## config.mk

```make
export PLATFORM = sky130hd
export DESIGN_NAME = seq_signed_div
export DESIGN_NICKNAME = d
export VERILOG_FILES = /design/src/rtl/seq_div_pkg.sv /design/src/rtl/seq_div_step.sv /design/src/rtl/seq_signed_div.sv
export SDC_FILE = /design/constraint.sdc
export NUM_CORES = 1
export LEC_CHECK = 0
export CAP_MARGIN = 20
export CELL_PAD_IN_SITES_DETAIL_PLACEMENT = 1
export CELL_PAD_IN_SITES_GLOBAL_PLACEMENT = 1
export CORE_MARGIN = 2
export CORE_UTILIZATION = 39
export CTS_CLUSTER_SIZE = 30
export DETAILED_ROUTE_END_ITERATION = 10
export PLACE_DENSITY_LB_ADDON = 0.2
export SLEW_MARGIN = 20
export SYNTH_ARGS = -nofsm -noshare
export SYNTH_HDL_FRONTEND = slang
export SYNTH_SLANG_ARGS = --single-unit
```

## constraint.sdc

```tcl
create_clock -name clk -period 2.3 [get_ports clk]
set_input_delay 0.46 -clock clk [delete_from_list [all_inputs] [get_ports clk]]
set_output_delay 0.46 -clock clk [all_outputs]
set_load 0.005 [all_outputs]
```

## src/rtl/seq_div_pkg.sv

```systemverilog
// -----------------------------------------------------------------------------
// seq_div_pkg
//   Shared declarations for the sequential signed divider:
//     - div_state_t           : FSM state encoding (IDLE, CALC, FIX, DONE)
//     - SEQ_DIV_D_IN_DEFAULT  : default operand width
//     - seq_div_cnt_w()       : width of the step down-counter for a given width
// -----------------------------------------------------------------------------
package seq_div_pkg;

    localparam int SEQ_DIV_D_IN_DEFAULT = 8;

    typedef enum logic [1:0] {
        IDLE = 2'd0,
        CALC = 2'd1,
        FIX  = 2'd2,
        DONE = 2'd3
    } div_state_t;

    // The counter must hold the full step count D_IN, not D_IN-1.
    function automatic int seq_div_cnt_w(input int d_in);
        return $clog2(d_in + 1);
    endfunction

endpackage

```

## src/rtl/seq_div_step.sv

```systemverilog
// -----------------------------------------------------------------------------
// seq_div_step
//   One combinational restoring-division step on unsigned magnitudes.
//   The {remainder, dividend} pair is shifted left by one bit, the divisor
//   magnitude is trial-subtracted from the widened remainder, and the new
//   quotient bit is 1 when the trial result is non-negative.
//
// Ports
//   rem_i  [W:0]   : partial remainder before the step
//   quo_i  [W-1:0] : dividend bits still to shift in / quotient bits so far
//   dmag_i [W:0]   : divisor magnitude (W+1 bits so 2^(W-1) is exact)
//   rem_o  [W:0]   : partial remainder after the step
//   quo_o  [W-1:0] : shifted dividend with the new quotient bit in bit 0
// -----------------------------------------------------------------------------
module seq_div_step
    import seq_div_pkg::*;
#(
    parameter int W = SEQ_DIV_D_IN_DEFAULT
) (
    input  logic [W:0]   rem_i,
    input  logic [W-1:0] quo_i,
    input  logic [W:0]   dmag_i,
    output logic [W:0]   rem_o,
    output logic [W-1:0] quo_o
);

    localparam int RW = W + 1;

    logic [W+1:0] rem_sh;
    logic         ge;

    always_comb begin
        rem_sh = {rem_i, quo_i[W-1]};
        ge     = (rem_sh >= {1'b0, dmag_i});
        // The remainder always stays below |D| <= 2^(W-1), so the top bit of
        // the widened shift result is only needed for the comparison.
        rem_o  = ge ? RW'(rem_sh - {1'b0, dmag_i}) : RW'(rem_sh);
        quo_o  = {quo_i[W-2:0], ge};
    end

endmodule

```

## src/rtl/seq_signed_div.sv

```systemverilog
// -----------------------------------------------------------------------------
// seq_signed_div
//   Sequential signed divider, one restoring step per clock.
//   Q = trunc(N/D) (toward zero), R = N - Q*D (sign of N, |R| < |D|).
//   Latency from the start-accepting edge: D_IN+1 edges to enter DONE
//   (done high in the D_IN+2'th cycle counted from the start cycle);
//   a zero divisor goes straight to DONE.
//
// Ports
//   clk    : clock, rising edge
//   rst_n  : asynchronous active-low reset
//   start  : begin a division (taken only in IDLE)
//   N, D   : signed dividend / divisor, captured when start is taken
//   busy   : high while CALC or FIX is in progress
//   done   : one-cycle pulse, Q/R/dbz/ovf valid from here on
//   Q, R   : signed quotient / remainder, held until the next result
//   dbz    : divide-by-zero flag for the current result
//   ovf    : signed-overflow flag (only meaningful with SEQ_DIV_OVF_SAT_EN)
//
// Build option
//   SEQ_DIV_OVF_SAT_EN : when defined, -2^(D_IN-1) / -1 saturates Q to the
//                        largest positive value and raises ovf; otherwise Q
//                        wraps to -2^(D_IN-1) and ovf is tied low.
// -----------------------------------------------------------------------------
module seq_signed_div
    import seq_div_pkg::*;
#(
    parameter int D_IN = SEQ_DIV_D_IN_DEFAULT
) (
    input  logic            clk,
    input  logic            rst_n,
    input  logic            start,
    input  logic [D_IN-1:0] N,
    input  logic [D_IN-1:0] D,
    output logic            busy,
    output logic            done,
    output logic [D_IN-1:0] Q,
    output logic [D_IN-1:0] R,
    output logic            dbz,
    output logic            ovf
);

    localparam int CNT_W = seq_div_cnt_w(D_IN);

    // Control and result registers (reset)
    div_state_t        state_q, state_d;
    logic [CNT_W-1:0]  cnt_q, cnt_d;
    logic [D_IN-1:0]   q_q, q_d;
    logic [D_IN-1:0]   r_q, r_d;
    logic              dbz_q, dbz_d;

    // Working datapath registers (loaded on capture, no reset needed)
    logic [D_IN:0]     rem_q, rem_d;
    logic [D_IN-1:0]   quo_q, quo_d;
    logic [D_IN:0]     dmag_q, dmag_d;
    logic              q_neg_q, q_neg_d;
    logic              r_neg_q, r_neg_d;

    // Step sub-module results
    logic [D_IN:0]     step_rem;
    logic [D_IN-1:0]   step_quo;

    logic signed [D_IN-1:0] n_s;
    logic signed [D_IN-1:0] d_s;

`ifdef SEQ_DIV_OVF_SAT_EN
    logic              ovf_q, ovf_d;
    logic              ovf_case_q, ovf_case_d;
    localparam logic signed [D_IN-1:0] S_MIN = {1'b1, {(D_IN-1){1'b0}}};
    localparam logic signed [D_IN-1:0] S_MAX = {1'b0, {(D_IN-1){1'b1}}};
`endif

    // Two's-complement magnitude; the most negative value maps to 2^(D_IN-1),
    // which still fits as an unsigned D_IN-bit number.
    function automatic logic [D_IN-1:0] mag(input logic [D_IN-1:0] v);
        return v[D_IN-1] ? (~v + 1'b1) : v;
    endfunction

    function automatic logic [D_IN-1:0] neg(input logic [D_IN-1:0] v);
        return ~v + 1'b1;
    endfunction

    assign n_s = N;
    assign d_s = D;

    seq_div_step #(
        .W (D_IN)
    ) u_step (
        .rem_i  (rem_q),
        .quo_i  (quo_q),
        .dmag_i (dmag_q),
        .rem_o  (step_rem),
        .quo_o  (step_quo)
    );

    always_comb begin
        state_d = state_q;
        cnt_d   = cnt_q;
        q_d     = q_q;
        r_d     = r_q;
        dbz_d   = dbz_q;
        rem_d   = rem_q;
        quo_d   = quo_q;
        dmag_d  = dmag_q;
        q_neg_d = q_neg_q;
        r_neg_d = r_neg_q;
`ifdef SEQ_DIV_OVF_SAT_EN
        ovf_d      = ovf_q;
        ovf_case_d = ovf_case_q;
`endif

        unique case (state_q)
            IDLE: begin
                if (start) begin
                    if (D == '0) begin
                        // Zero divisor: result is fixed, no iteration needed.
                        q_d     = '1;
                        r_d     = N;
                        dbz_d   = 1'b1;
`ifdef SEQ_DIV_OVF_SAT_EN
                        ovf_d   = 1'b0;
`endif
                        state_d = DONE;
                    end else begin
                        rem_d   = '0;
                        quo_d   = mag(N);
                        dmag_d  = {1'b0, mag(D)};
                        q_neg_d = n_s[D_IN-1] ^ d_s[D_IN-1];
                        r_neg_d = n_s[D_IN-1];
                        cnt_d   = CNT_W'(D_IN);
`ifdef SEQ_DIV_OVF_SAT_EN
                        ovf_case_d = (n_s == S_MIN) && (d_s == -1);
`endif
                        state_d = CALC;
                    end
                end
            end

            CALC: begin
                rem_d = step_rem;
                quo_d = step_quo;
                cnt_d = cnt_q - CNT_W'(1);
                if (cnt_q == CNT_W'(1)) begin
                    state_d = FIX;
                end
            end

            FIX: begin
                // Magnitudes are final; restore signs. In the wrap case
                // (MIN / -1) the magnitude 2^(D_IN-1) is left un-negated and
                // reads back as MIN, which is the intended wrapped result.
                q_d   = q_neg_q ? neg(quo_q) : quo_q;
                r_d   = r_neg_q ? neg(rem_q[D_IN-1:0]) : rem_q[D_IN-1:0];
                dbz_d = 1'b0;
`ifdef SEQ_DIV_OVF_SAT_EN
                ovf_d = ovf_case_q;
                if (ovf_case_q) begin
                    q_d = S_MAX;
                    r_d = '0;
                end
`endif
                state_d = DONE;
            end

            DONE: begin
                state_d = IDLE;
            end

            default: begin
                state_d = IDLE;
            end
        endcase
    end

    always_ff @(posedge clk or negedge rst_n) begin
        if (!rst_n) begin
            state_q <= IDLE;
            cnt_q   <= '0;
            q_q     <= '0;
            r_q     <= '0;
            dbz_q   <= 1'b0;
`ifdef SEQ_DIV_OVF_SAT_EN
            ovf_q   <= 1'b0;
`endif
        end else begin
            state_q <= state_d;
            cnt_q   <= cnt_d;
            q_q     <= q_d;
            r_q     <= r_d;
            dbz_q   <= dbz_d;
`ifdef SEQ_DIV_OVF_SAT_EN
            ovf_q   <= ovf_d;
`endif
        end
    end

    always_ff @(posedge clk) begin
        rem_q   <= rem_d;
        quo_q   <= quo_d;
        dmag_q  <= dmag_d;
        q_neg_q <= q_neg_d;
        r_neg_q <= r_neg_d;
`ifdef SEQ_DIV_OVF_SAT_EN
        ovf_case_q <= ovf_case_d;
`endif
    end

    assign busy = (state_q == CALC) || (state_q == FIX);
    assign done = (state_q == DONE);
    assign Q    = q_q;
    assign R    = r_q;
    assign dbz  = dbz_q;
`ifdef SEQ_DIV_OVF_SAT_EN
    assign ovf  = ovf_q;
`else
    assign ovf  = 1'b0;
`endif

endmodule

```

==> results.py <==
metrics = {
    "cts": {
        "cts_buffer_depth": 2,
        "numCtsBuffers": 5,
        "clock_latency_ns": 0.32,
        "cts_tree": "built",
        "numClockSinks": 50,
        "ctsHoldBuffers": 0,
        "cts_root_buf": "clkbuf_8",
        "cts_htree_levels": 2,
        "cts.clk_slew.worst_paths_ns": 0.10,
    },
    "yosys": {
        "ys_seq_elements": 50,
        "synthCells": 336,
        "syn_avg_cell_area_um2": 9.671,
        "synthFlopType": "edfxtp_1",
        "synthTopCellsByArea": "edfxtp_1 (25%), dfrtp_1 (18%), ha_1 (7.3%)",
        "synthTopCellsByCount": "nor2_1 (28), edfxtp_1 (27), inv_1 (27), nand2_1 (27)",
        "synthArstFlopShare_pct": 46.00,
        "synth_seq_area_share_pct": 42.66,
        "synth_fp_nets": 375,
        "synth_top_area_share_pct": 24.95,
        "ys_warn_count": 0,
        "yosysTopAreaCell": "edfxtp_1",
        "synth_area_um2": 3249,
        "yosysMostFrequentCell": "nor2_1",
        "synth.distinct_cells": 53,
        "synth_edf_count": 27,
    },
    "timing": {
        "tightest_slew_ns": 0.5435,
        "fmax_mhz": 423.8,
        "fin_skew_ns": 0.005342,
        "hold_viol_final": 0,
        "report.final.slew_viol_count": 0,
        "period_share_pct": 102.6,
        "fin_crit_ns": 2.360,
        "slew_headroom_pct": 63.46,
        "setup_slack_ns": -0.05984,
        "setup_viol_count_final": 7,
        "rsz0062_at_grt": "true",
        "setup_tns_ns": -0.2287,
    },
    "power_and_ir_drop": {
        "pwr-share-clk_pct": 9.4,
        "pwr-share-seq_pct": 28.3,
        "p_comb_share_pct": 62.3,
        "swShare_pct": 41.99,
        "p_sw_mw": 2.633,
        "p_int_mw": 3.639,
        "powerDensity_nw_per_um2": 1438,
        "ir_worst_vdd_v": 0.0006844,
        "leakagePower_nw": 1.797,
    },
    "setup_path": {
        "critPathSlowestCell": "edfxtp_1",
        "cp.required_ns": 2.36,
        "max_stage_delay_ns": 0.43,
        "worstPathArrival_ns": 2.42,
        "crit_top_cell": "inv_2",
        "critPathMaxFanout": 4,
        "critical_path.cell_chain": "inv_2 > ha_4 > inv_2 > fa_2 > a211oi_4 > nor2_2 > o211a_1 > buf_6 > o211ai_1 > a21oi_1",
        "end_kind": "register",
        "cp-start-kind": "register",
        "crit_type": "register to register",
    },
    "drt": {
        "via_per_inst": 5.311,
        "top_layer_used": "met4",
        "met2WireLength_um": 4646,
        "met3_length_um": 359,
        "drt-total-wl_um": 8974,
        "drt_iter0_markers": 98,
        "remaining_drc_errors": 0,
        "wl_per_cell_um": 16.90,
        "dr.pass1.iters": 4,
        "ant_nets": 0,
        "drt-met1-wl_um": 3796,
        "vias": 2820,
    },
    "floorplan": {
        "die-width_um": 95.28,
        "num_io_pins": 39,
        "die_area_um2": 9078,
        "die_h_um": 95.28,
        "initial_utilization_pct": 39.95,
        "row_count": 33,
        "core_um2": 8134,
    },
    "final_layout": {
        "fill_cells": 932,
        "diodes": 0,
        "drive_gt1_share_pct": 23.94,
        "utilization_pct": 53.61,
        "nets": 464,
        "area_delta_synth_final_pct": 34.19,
    },
    "placement": {
        "io_buffers": 37,
        "dp_slack_ns": -0.2893,
        "gp_congestion": 0.8410,
        "dp_hpwl_um": 6834,
    },
    "global_routing": {
        "overflow": 0,
        "antenna_found_initial": 0,
        "grt_max_degree": 25,
        "grt_pass1_wl_um": 14450,
        "grt_pass1_vias": 2904,
        "groute.usage.overall_pct": 21.07,
    },
    "run_status": {
        "violations": "negative setup slack",
        "run_status": "finished with violations",
    },
    "worst_hold_path": {
        "hold_path.class": "input pin to asynchronous set/reset pin",
    },
    "run": {
        "cap_violations": 0,
    },
}
-- area by class of cell --
class | count | area [um^2] | share of cell area, %
Clock buffer | 6 | 82.58 | 1.894
Tap cell | 105 | 131.4 | 3.013
Clock inverter | 2 | 16.27 | 0.3730
Sequential cell | 50 | 1386 | 31.79
Multi-Input combinational cell | 244 | 1790 | 41.06
Inverter | 27 | 101.3 | 2.324
Timing Repair Buffer | 97 | 852.1 | 19.54
-- stage by stage --
step	hold slack, ns	area, um^2	instances	power, mW
3_5_place_dp	0.5064	4070	512	5.288
3_3_place_gp	0.5161	4070	512	5.153
6_report	0.4999	4360	531	6.272
5_1_grt	0.5331	4360	531	6.761
4_1_cts	0.5063	4260	524	6.051
2_1_floorplan	0.1644	3254	336	3.814
-- what timing repair did --
action | 4_1_cts | 5_1_grt
pin swaps | 11 | 6
buffers inserted | 4 | 7
gates cloned | 0 | 0
endpoints found under the setup margin | 10 | 25
gates resized for setup | 16 | 10
-- sequential cells by signal, summed over array words and instances (netlist names) --
signal   count
q_neg_q      1
state_q      2
quo_q        8
dbz          1
cnt_q        4
dmag_q       8
r_neg_q      1
R            8
Q            8
rem_q        9
-- routing by layer --
metal / up-vias / track usage, %
met1: 1369 / 25.50
met3: 15 / 3.083
met2: 62 / 38.67
met4: 0 / 5.918
li1: 1374 / -
met5: - / 0
-- power by group through the flow --
stage	logic, mW	clock network [mW]	registers (mW)
after CTS	3.68	0.594	1.78
final	3.91	0.588	1.77
after global routing	4.30	0.633	1.82
after global placement	3.38	0	1.78
after detailed placement	3.49	0	1.79
after floorplan	2.06	0	1.75
-- cells in the final DEF, fill, tap and decap left out, types with 9 or more instances in the layout --
master,Yosys,final
nand2_1,27,26
nor2_1,28,27
a21oi_1,23,21
xor2_1,9,9
ha_1,19,18
buf_4,2,54
a31oi_1,10,9
edfxtp_1,27,27
clkdlybuf4s50_1,0,37
o21ai_0,18,17
dfrtp_1,23,23
inv_1,27,25
xnor2_1,16,16
-- kinds of logic (layout without fill, tap and decap cells) --
| family | count (synthesis) | in the layout | share of synthesized area (%) |
|---|---|---|---|
| muxes | 14 | 14 | 4.582 |
| AOI/OAI and AO/OA | 92 | 92 | 19.02 |
| other | 1 | 1 | 0.1154 |
| buffers and inverters | 42 | 132 | 5.160 |
| adders and majority gates | 20 | 20 | 7.932 |
| DFF | 50 | 50 | 42.66 |
| xor gates and xnor gates | 25 | 25 | 6.739 |
| and+or+nand+nor | 92 | 92 | 13.79 |
-- critical path: cells and delay by family, from the launching register on --
| family | cells | cell delay (ns) |
|---|---|---|
| compound gates | 4 | 0.80 |
| flops | 1 | 0.43 |
| buf+inv | 3 | 0.29 |
| simple gates | 1 | 0.07 |
| fa+ha+maj | 2 | 0.52 |
-- worst paths after layout --
| path | end | startpoint | cells past startpoint | slack, ns |
|---|---|---|---|---|
| max | rem_q[3] | quo_q[7] | 10 | -0.06 |
| min | R[7] | rst_n | 2 | 0.50 |
| max reg2reg | rem_q[3] | quo_q[7] | 10 | -0.06 |
| min reg2reg | R[6] | R[6] | 2 | 0.53 |
| max in group asynchronous | dbz | rst_n | 2 | 1.55 |
| min in group clk | R[6] | R[6] | 2 | 0.53 |
No activity file was read; power rests on OpenSTA's default activity.
